<file path="config.mk">
export PLATFORM = sky130hd
export DESIGN_NAME = sram_bus_arbiter
export DESIGN_NICKNAME = d
export VERILOG_FILES = /design/src/rtl/sram_arb_pkg.sv /design/src/rtl/sram_arb_pick.sv /design/src/rtl/sram_bus_arbiter.sv
export SDC_FILE = /design/constraint.sdc
export NUM_CORES = 1
export LEC_CHECK = 0
export ABC_AREA = 0
export CAP_MARGIN = 20
export CORE_ASPECT_RATIO = 0.9
export CORE_MARGIN = 2
export CORE_UTILIZATION = 30
export DETAILED_ROUTE_END_ITERATION = 12
export GPL_TIMING_DRIVEN = 0
export HOLD_SLACK_MARGIN = 0.02
export PLACE_DENSITY = 0.78
export SYNTH_ARGS = -nofsm -noshare
export SYNTH_HDL_FRONTEND = slang
export SYNTH_SLANG_ARGS = --single-unit
</file>
<file path="constraint.sdc">
create_clock -name clk -period 1.36 [get_ports clk]
set_clock_uncertainty 0.1 [all_clocks]
set_input_delay 0.204 -clock clk [delete_from_list [all_inputs] [get_ports clk]]
set_output_delay 0.204 -clock clk [all_outputs]
set_load 0.005 [all_outputs]
</file>
<file path="src/rtl/sram_arb_pkg.sv">
// Shared encodings for the unified SRAM bus arbiter: FSM states, owner ids, size codes.
package sram_arb_pkg;

  typedef enum logic [1:0] {
    IDLE = 2'd0,
    REQ  = 2'd1,
    WAIT = 2'd2
  } state_e;

  typedef enum logic {
    INST = 1'b0,
    DATA = 1'b1
  } owner_e;

  localparam logic [1:0] SIZE_WORD = 2'd2;

endpackage

</file>
<file path="src/rtl/sram_arb_pick.sv">
// Combinational winner select between fetch and data requesters.
// Build option ARB_RR_EN: round-robin on collisions instead of data-over-inst priority.
module sram_arb_pick
  import sram_arb_pkg::*;
(
  input  logic   inst_req,
  input  logic   data_req,
  input  owner_e last_grant,
  output logic   grant_valid,
  output owner_e grant_owner
);

  assign grant_valid = inst_req | data_req;

`ifdef ARB_RR_EN
  always_comb begin
    grant_owner = INST;
    if (inst_req && data_req) begin
      // On a collision the side that did not win last time goes first.
      grant_owner = (last_grant == DATA) ? INST : DATA;
    end else if (data_req) begin
      grant_owner = DATA;
    end
  end
`else
  logic unused_last_grant;
  assign unused_last_grant = last_grant;

  assign grant_owner = data_req ? DATA : INST;
`endif

endmodule

</file>
<file path="src/rtl/sram_bus_arbiter.sv">
// Shares one SRAM-like bus between instruction fetch and data load/store, one transaction in flight.
// Build option ARB_RR_EN: round-robin collision handling with a last_grant register.
module sram_bus_arbiter
  import sram_arb_pkg::*;
#(
  parameter int ADDR_W = 32,
  parameter int DATA_W = 32
) (
  input  logic                clk,
  input  logic                reset,
  input  logic                inst_req,
  input  logic [ADDR_W-1:0]   inst_addr,
  output logic                inst_addr_ok,
  output logic                inst_data_ok,
  output logic [DATA_W-1:0]   inst_rdata,
  input  logic                data_req,
  input  logic                data_wr,
  input  logic [1:0]          data_size,
  input  logic [DATA_W/8-1:0] data_wstrb,
  input  logic [ADDR_W-1:0]   data_addr,
  input  logic [DATA_W-1:0]   data_wdata,
  output logic                data_addr_ok,
  output logic                data_data_ok,
  output logic [DATA_W-1:0]   data_rdata,
  output logic                bus_req,
  output logic                bus_wr,
  output logic [1:0]          bus_size,
  output logic [ADDR_W-1:0]   bus_addr,
  output logic [DATA_W/8-1:0] bus_wstrb,
  output logic [DATA_W-1:0]   bus_wdata,
  input  logic                bus_addr_ok,
  input  logic                bus_data_ok,
  input  logic [DATA_W-1:0]   bus_rdata,
  output logic                busy
);

  localparam int STRB_W = DATA_W / 8;

  state_e              state_q;
  owner_e              owner_q;
  logic                wr_q;
  logic [1:0]          size_q;
  logic [ADDR_W-1:0]   addr_q;
  logic [STRB_W-1:0]   wstrb_q;
  logic [DATA_W-1:0]   wdata_q;

  owner_e              last_grant;
  logic                grant_valid;
  owner_e              grant_owner;
  logic                accept;
  logic                finish;

  sram_arb_pick u_pick (
    .inst_req    (inst_req),
    .data_req    (data_req),
    .last_grant  (last_grant),
    .grant_valid (grant_valid),
    .grant_owner (grant_owner)
  );

`ifdef ARB_RR_EN
  owner_e last_grant_q;

  always_ff @(posedge clk) begin
    if (reset) begin
      last_grant_q <= INST;
    end else if (accept) begin
      last_grant_q <= grant_owner;
    end
  end

  assign last_grant = last_grant_q;
`else
  assign last_grant = INST;
`endif

  // Handshakes are gated by reset so an aborted transaction never reports completion.
  assign accept = !reset && (state_q == IDLE) && grant_valid;
  assign finish = !reset && (state_q == WAIT) && bus_data_ok;

  assign inst_addr_ok = accept && (grant_owner == INST);
  assign data_addr_ok = accept && (grant_owner == DATA);
  assign inst_data_ok = finish && (owner_q == INST);
  assign data_data_ok = finish && (owner_q == DATA);
  assign inst_rdata   = bus_rdata;
  assign data_rdata   = bus_rdata;

  // Bus request comes straight from state, so the slave handshakes never feed back into it.
  assign bus_req   = (state_q == REQ);
  assign bus_wr    = wr_q;
  assign bus_size  = size_q;
  assign bus_addr  = addr_q;
  assign bus_wstrb = wstrb_q;
  assign bus_wdata = wdata_q;
  assign busy      = (state_q != IDLE);

  always_ff @(posedge clk) begin
    if (reset) begin
      state_q <= IDLE;
      owner_q <= INST;
      wr_q    <= 1'b0;
      size_q  <= 2'd0;
      addr_q  <= '0;
      wstrb_q <= '0;
      wdata_q <= '0;
    end else begin
      case (state_q)
        IDLE: begin
          if (grant_valid) begin
            owner_q <= grant_owner;
            state_q <= REQ;
            if (grant_owner == DATA) begin
              wr_q    <= data_wr;
              size_q  <= data_size;
              addr_q  <= data_addr;
              wstrb_q <= data_wstrb;
              wdata_q <= data_wdata;
            end else begin
              wr_q    <= 1'b0;
              size_q  <= SIZE_WORD;
              addr_q  <= inst_addr;
              wstrb_q <= '0;
              wdata_q <= '0;
            end
          end
        end
        REQ: begin
          if (bus_addr_ok) begin
            state_q <= WAIT;
          end
        end
        WAIT: begin
          if (bus_data_ok) begin
            state_q <= IDLE;
          end
        end
        default: state_q <= IDLE;
      endcase
    end
  end

endmodule

</file>
==> reports/summary.txt, run 1 <==
status: complete, but fails checks
failing checks: negative setup slack
f_max: 0.608 GHz
Clk Latency, worst-skew pair: 320 ps
total core area: 11300 sq um
CTS Buffer Depth: 2
vias in the first global route: 3778
antenna cells: 0
standard-cell rows: 37
worst slew pin tran: 711 ps
CP Depth: 4
overall routed net length: 12800 um
share of cells above drive strength 1: 0.344
top cells by area, synth: dfxtp_1 (43%), buf_4 (14%), a211oi_2 (11%)
antenna violations before repair: 0
Hold Crit Class: input port to flip-flop
gpl congestion: 0.734
Hold-fix buffers, CTS: 0
RSZ-0062 raised after global routing: yes
WHS Path Cells: 3
Detail Route Antenna Nets: 0
Pwr per Cell Area: 1010 nW/um^2
PnR worst setup slack: -286 ps
drt pass-1 iters: 4
Crit. Startpoint: state_q[0]
Synth cell types: 26
post-synth net total: 462
worst reg2reg setup slack: -220 ps
WP buf/inv: 3
post-synth top area share: 0.429
maximum vdd drop: 0.000664 V
Synth Instances: 321
TritonCTS clock tree: done
DP Wirelength: 9500 um
Starting Density: 0.305
Seq cells post-synth: 74
Final Util: 0.628
Boundary Pins: 282
Residual DRC: 0
CTS clk-pin slew, worst paths: 60 ps
sequential area share after synthesis: 0.429
max-slew violations: 0
Lkg Pwr: 3.21 nW
Net count, final: 757
chip height: 106 um
Rel. slew slack: 0.526
Final Cycle Share: 1.21
worst hold start: data_req
drt wl/cell: 16.4 um
Final Critical Period: 1650 ps
largest net degree at the start of global routing: 14
Setup violations, final: 78
Post-Syn Area: 3460 sq um
cell depth of the worst flop-to-flop path: 8
die width: 117 um
Worst R2R Start: state_q[1]
IO buf count: 248
Max Cap Viol: 0
Setup CP Type: flip-flop to output port
total number of vias: 3519
Yosys top cell by area: dfxtp_1
Yosys warning total: 0
largest fanout on the critical path: 3
Final Hold Viols: 0
Worst EP required: 1060 ps
CTS HTree Levels: 3
Avg Vias per Cell: 4.53
CTS root buf: clkbuf_16
die footprint: 12400 sq um
Critical Path Sink Type: output port
final instance area: 7130 sq um
crit-path most repeated cell: buf_6
first-pass GRT wire length: 18900 um
worst path cell trace: buf_6 -> nor4b_4 -> buf_6 -> buf_6
slowest stage delay, CP: 360 ps
crit path DAT: 1340 ps
TritonCTS Buffers: 9
Fillers: 938
area of placed instances: 6170 sq um
hold_ws: 218 ps
CTS Sinks: 74
GRT overflow: 0
Startpoint Class: flip-flop
final setup TNS: -9270 ps
aggregate global-route resource usage: 0.196
CP top delay family: flip-flops
Initial DRC Count: 97
Slowest cell on crit path: dfxtp_4
syn avg cell area: 10.8 sq um
Area growth syn-to-layout: 106%
## synthesized netlist by cell type
cell type	instances
nand2b_1	1
clkbuf_1	8
nor4_1	1
dfxtp_1	74
nor2_1	3
buf_4	65
a211oi_1	2
buf_2	10
inv_2	1
nor2b_1	1
nor3_1	1
or2_1	1
buf_6	6
a21oi_2	1
a311oi_1	1
buf_1	3
and2_4	1
inv_1	1
a22o_1	38
nor4b_1	2
nand2_1	2
a22oi_1	1
a21o_1	1
a211oi_2	30
mux2i_1	32
a21oi_1	34
## area by class of cell
cell class	count	area, sq um	share of cell area
Sequential cell	74	1500	0.210
Inverter	2	7.51	0.00105
Buffer	90	754	0.106
Clock inverter	6	92.6	0.0130
Tap cell	156	195	0.0274
Clock buffer	9	225	0.0316
Multi-Input combinational cell	153	1500	0.210
Timing Repair Buffer	286	2860	0.401
## state kept, by name, indices dropped and copies added, names as in the netlist
signal,cells
bus_addr,32
bus_size,2
bus_wdata,32
bus_wr,1
bus_wstrb,4
owner_q,1
state_q,2
## power breakdown
part / internal [mW] / total (mW) / switching (mW)
Clock: 1.60 / 2.53 / 0.926
Combinational: 1.38 / 2.17 / 0.784
Sequential: 2.37 / 2.50 / 0.127
Total: 5.36 / 7.20 / 1.84
## kinds of logic (layout without fill, tap and decap cells)
logic type,Yosys count,in the layout,share of synthesized area
AO/OA/AOI/OAI,108,108,0.268
buffers and inverters,94,393,0.189
flip-flops,74,74,0.429
multiplexers,32,32,0.0927
AND/OR/NAND/NOR,13,13,0.0217
## final timing paths
kind                  end
max reg2reg  bus_addr[28]
max          data_addr_ok
min reg2reg  bus_wdata[0]
min           bus_addr[9]
## routing by layer
| layer | vias up | part of all wire | track usage |
|---|---|---|---|
| met5 | - | 0 | 0 |
| met4 | 0 | 0.0079 | 0.0513 |
| met3 | 10 | 0.088 | 0.0604 |
| met2 | 158 | 0.54 | 0.369 |
| met1 | 1659 | 0.36 | 0.209 |
| li1 | 1692 | - | - |
## cells in the final DEF (no fill, tap or decap), drive strengths merged
master and n:
bufinv 2, clkbuf 16, a22oi 1, clkinvlp 2, clkdlybuf4s50 169, inv 2
a21oi 35, nand2b 1, nor4 1, nand2 2, nor3 1, nor4b 2
a311oi 1, and2 1, mux2i 32, a22o 38, a211oi 32, a21o 1
or2 1, buf 127, nor2b 1, dlygate4sd2 73, dfxtp 74, clkinv 2
nor2 3
## worst min-delay path, delay by kind of cell
family                 cells  cell delay, ps
AO/OA/AOI/OAI              1              80
buffers and inverters      1             130
multiplexers               1             170
## repair_timing
action                     CTS  global route
gates cloned                 8             0
buffers inserted            30             5
setup endpoints to repair  150            77
pin swaps                   40            17
gates resized for setup    182            31
## per-stage QoR
stage | power [mW] | std cells | setup slack [ps]
2_1_floorplan | 3.31 | 321 | -35.4
4_1_cts | 7.23 | 777 | -273
6_report | 7.20 | 776 | -286
3_5_place_dp | 4.40 | 725 | -1100
3_3_place_gp | 4.35 | 725 | -1060
5_1_grt | 7.49 | 776 | -335
Power figures use the tool's default switching activity.
==> run 2, diff against run 1 <==
--- a/config.mk
+++ b/config.mk
@@ -10,6 +10,7 @@
 export CORE_ASPECT_RATIO = 0.9
 export CORE_MARGIN = 2
 export CORE_UTILIZATION = 30
+export CTS_CLUSTER_DIAMETER = 150
 export DETAILED_ROUTE_END_ITERATION = 12
 export GPL_TIMING_DRIVEN = 0
 export HOLD_SLACK_MARGIN = 0.02
==> results of run 2 <==
The final DEF is identical to that of run 1; final timing and power are the same.
==> run 3, diff against run 2 <==
--- a/config.mk
+++ b/config.mk
@@ -15,6 +15,7 @@
 export GPL_TIMING_DRIVEN = 0
 export HOLD_SLACK_MARGIN = 0.02
 export PLACE_DENSITY = 0.78
+export REMOVE_ABC_BUFFERS = 1
 export SYNTH_ARGS = -nofsm -noshare
 export SYNTH_HDL_FRONTEND = slang
 export SYNTH_SLANG_ARGS = --single-unit
==> run 3 against run 2 <==
Effect of this change: the flow still finishes with violations (negative setup slack); combinational power decreased by 16%; setup slack improved by 97 ps; core utilization decreased by 10 points; fmax increased by 6.2%; worst hold slack got worse by 74 ps; highest routed layer is now met5.
==> reports/summary.txt, run 3 (same netlist as run 1, synthesis figures left out) <==
status: complete, but fails checks
failing checks: negative setup slack
Lkg Pwr: 2.62 nW (-18%)
maximum vdd drop: 0.000465 V (-30%)
Hold-fix buffers, CTS: 0 (unchanged)
Final Critical Period: 1550 ps (-96.8 ps)
Pwr per Cell Area: 1190 nW/um^2 (+18%)
CTS Sinks: 74 (unchanged)
antenna cells: 0 (unchanged)
GRT overflow: 0 (unchanged)
die width: 117 um (unchanged)
gpl congestion: 0.707 (-3.6%)
Final Hold Viols: 0 (unchanged)
drt wl/cell: 20.7 um (+26%)
CP Depth: 3 (-1)
crit-path most repeated cell: buf_6
WHS Path Cells: 2 (-1)
DP Wirelength: 8430 um (-11%)
Boundary Pins: 282 (unchanged)
TritonCTS Buffers: 9 (unchanged)
Rel. slew slack: 0.770 (+0.244)
Starting Density: 0.305 (unchanged)
CTS clk-pin slew, worst paths: 60 ps (about the same)
pre-CTS WS: -1480 ps (-385 ps)
CTS root buf: clkbuf_16
Fillers: 994 (+6.0%)
CP top delay family: flip-flops
worst reg2reg setup slack: -170 ps (+50 ps)
CTS Buffer Depth: 2 (unchanged)
RSZ-0062 raised after global routing: yes
max-slew violations: 0 (unchanged)
slowest stage delay, CP: 370 ps (about the same)
PnR worst setup slack: -189 ps (+96.8 ps)
Power Total: 7.07 mW (-1.8%)
Net count, final: 611 (-19%)
Clk Latency, worst-skew pair: 330 ps (about the same)
Setup CP Type: flip-flop to output port
overall routed net length: 13000 um (+2.1%)
worst hold start: reset
first-pass GRT wire length: 18300 um (-3.4%)
Avg Vias per Cell: 4.97 (+9.5%)
IO buf count: 185 (-25%)
Area growth syn-to-layout: 72.1%
largest fanout on the critical path: 5 (+2)
Initial DRC Count: 104 (+7.2%)
worst path cell trace: nor4b_4 -> buf_6 -> buf_6
Detail Route Antenna Nets: 0 (unchanged)
Worst Hold Endpoint: bus_addr[1]
Residual DRC: 0 (unchanged)
largest net degree at the start of global routing: 37 (+23)
sw frac: 0.251 (-0.00370)
TritonCTS clock tree: done
vias in the first global route: 3196 (-15%)
drt pass-1 iters: 4 (unchanged)
aggregate global-route resource usage: 0.202 (+0.00509)
chip height: 106 um (unchanged)
Final Cycle Share: 1.14 (-0.0712)
Max Cap Viol: 0 (unchanged)
Worst R2R Start: state_q[0]
cell depth of the worst flop-to-flop path: 6 (-2)
sequential share of power: 0.354 (+0.006)
crit path DAT: 1240 ps (-100 ps)
reg2reg end: bus_wstrb[2]
standard-cell rows: 37 (unchanged)
internal power: 5.29 mW (-1.3%)
clock share of power: 0.389 (+0.038)
NetSw: 1.78 mW (-3.2%)
f_max: 0.646 GHz (+6.2%)
Setup violations, final: 78 (unchanged)
most frequent cells in the layout: clkdlybuf4s50_1 (105), dlygate4sd2_1 (72), dfxtp_1 (65)
share of cells above drive strength 1: 0.269 (-0.0741)
CTS HTree Levels: 3 (unchanged)
Worst EP required: 1060 ps (about the same)
WP buf/inv: 2 (-1)
die footprint: 12400 sq um (unchanged)
most common cell after layout, fill and taps aside: clkdlybuf4s50_1
Startpoint Class: flip-flop
total core area: 11300 sq um (unchanged)
Critical Path Sink Type: output port
antenna violations before repair: 0 (unchanged)
total number of vias: 3134 (-11%)
Slowest cell on crit path: dfxtp_4
Hold Crit Class: input port to flip-flop
Logic pwr share: 0.258 (-0.043)
worst slew pin tran: 344 ps (-367 ps)
run 3: power by group through the flow:
stage	clock (mW)	combinational, mW	sequential (mW)
after floorplan	0	0.497	2.53
after global placement	0	1.39	2.52
after detailed placement	0	1.44	2.53
after CTS	2.80	1.77	2.49
after global routing	2.90	1.94	2.52
final	2.75	1.82	2.50
run 3: routing by layer:
metal / vias up / global-route usage / wire length, um
met5: - / 0.111 / 151
li1: 1412 / - / -
met3: 15 / 0.152 / 2180
met1: 1453 / 0.235 / 5320
met2: 250 / 0.284 / 5280
met4: 4 / 0.0420 / 105
run 3: stage by stage:
step	cell area, sq um	setup TNS, ps	hold WS [ps]	std cells	util
after floorplan	2810	-153480	169	229	-
after CTS	5860	-9310	129	628	0.517
after global placement	4860	-342890	308	570	0.428
final	5950	-9980	144	631	0.525
after detailed placement	4970	-92840	308	576	0.438
after global routing	5950	-14730	138	631	0.525
run 3: worst register-to-register path: stages, from the launching register on:
cell and delay [ps]:
dfxtp_4 370, nor4b_4 310, buf_6 160, buf_6 140, buf_8 120, buf_8 130
a22o_1 160
run 3: how the worst max path moves through the flow:
stage	from	slack, ps	endpoint
detailed placement	data_req	-1480	data_addr_ok
CTS	state_q[0]	-220	data_addr_ok
global route	state_q[0]	-270	data_addr_ok
global placement	reset	-6610	data_addr_ok
finish	state_q[0]	-190	data_addr_ok
floorplan	state_q[1]	-2840	bus_size[0]
run 3: area by class of cell:
class | instances | area [sq um] | area share
Clock inverter | 6 | 115 | 0.0193
Multi-Input combinational cell | 155 | 1480 | 0.249
Clock buffer | 10 | 229 | 0.0385
Timing Repair Buffer | 228 | 2430 | 0.408
Inverter | 2 | 7.51 | 0.00126
Tap cell | 156 | 195 | 0.0328
Sequential cell | 74 | 1500 | 0.252
run 3: what timing repair did:
action,CTS,global route
pin swaps,15,10
setup endpoints to repair,150,78
gates resized for setup,163,12
cloned,8,1
buffers inserted,29,3
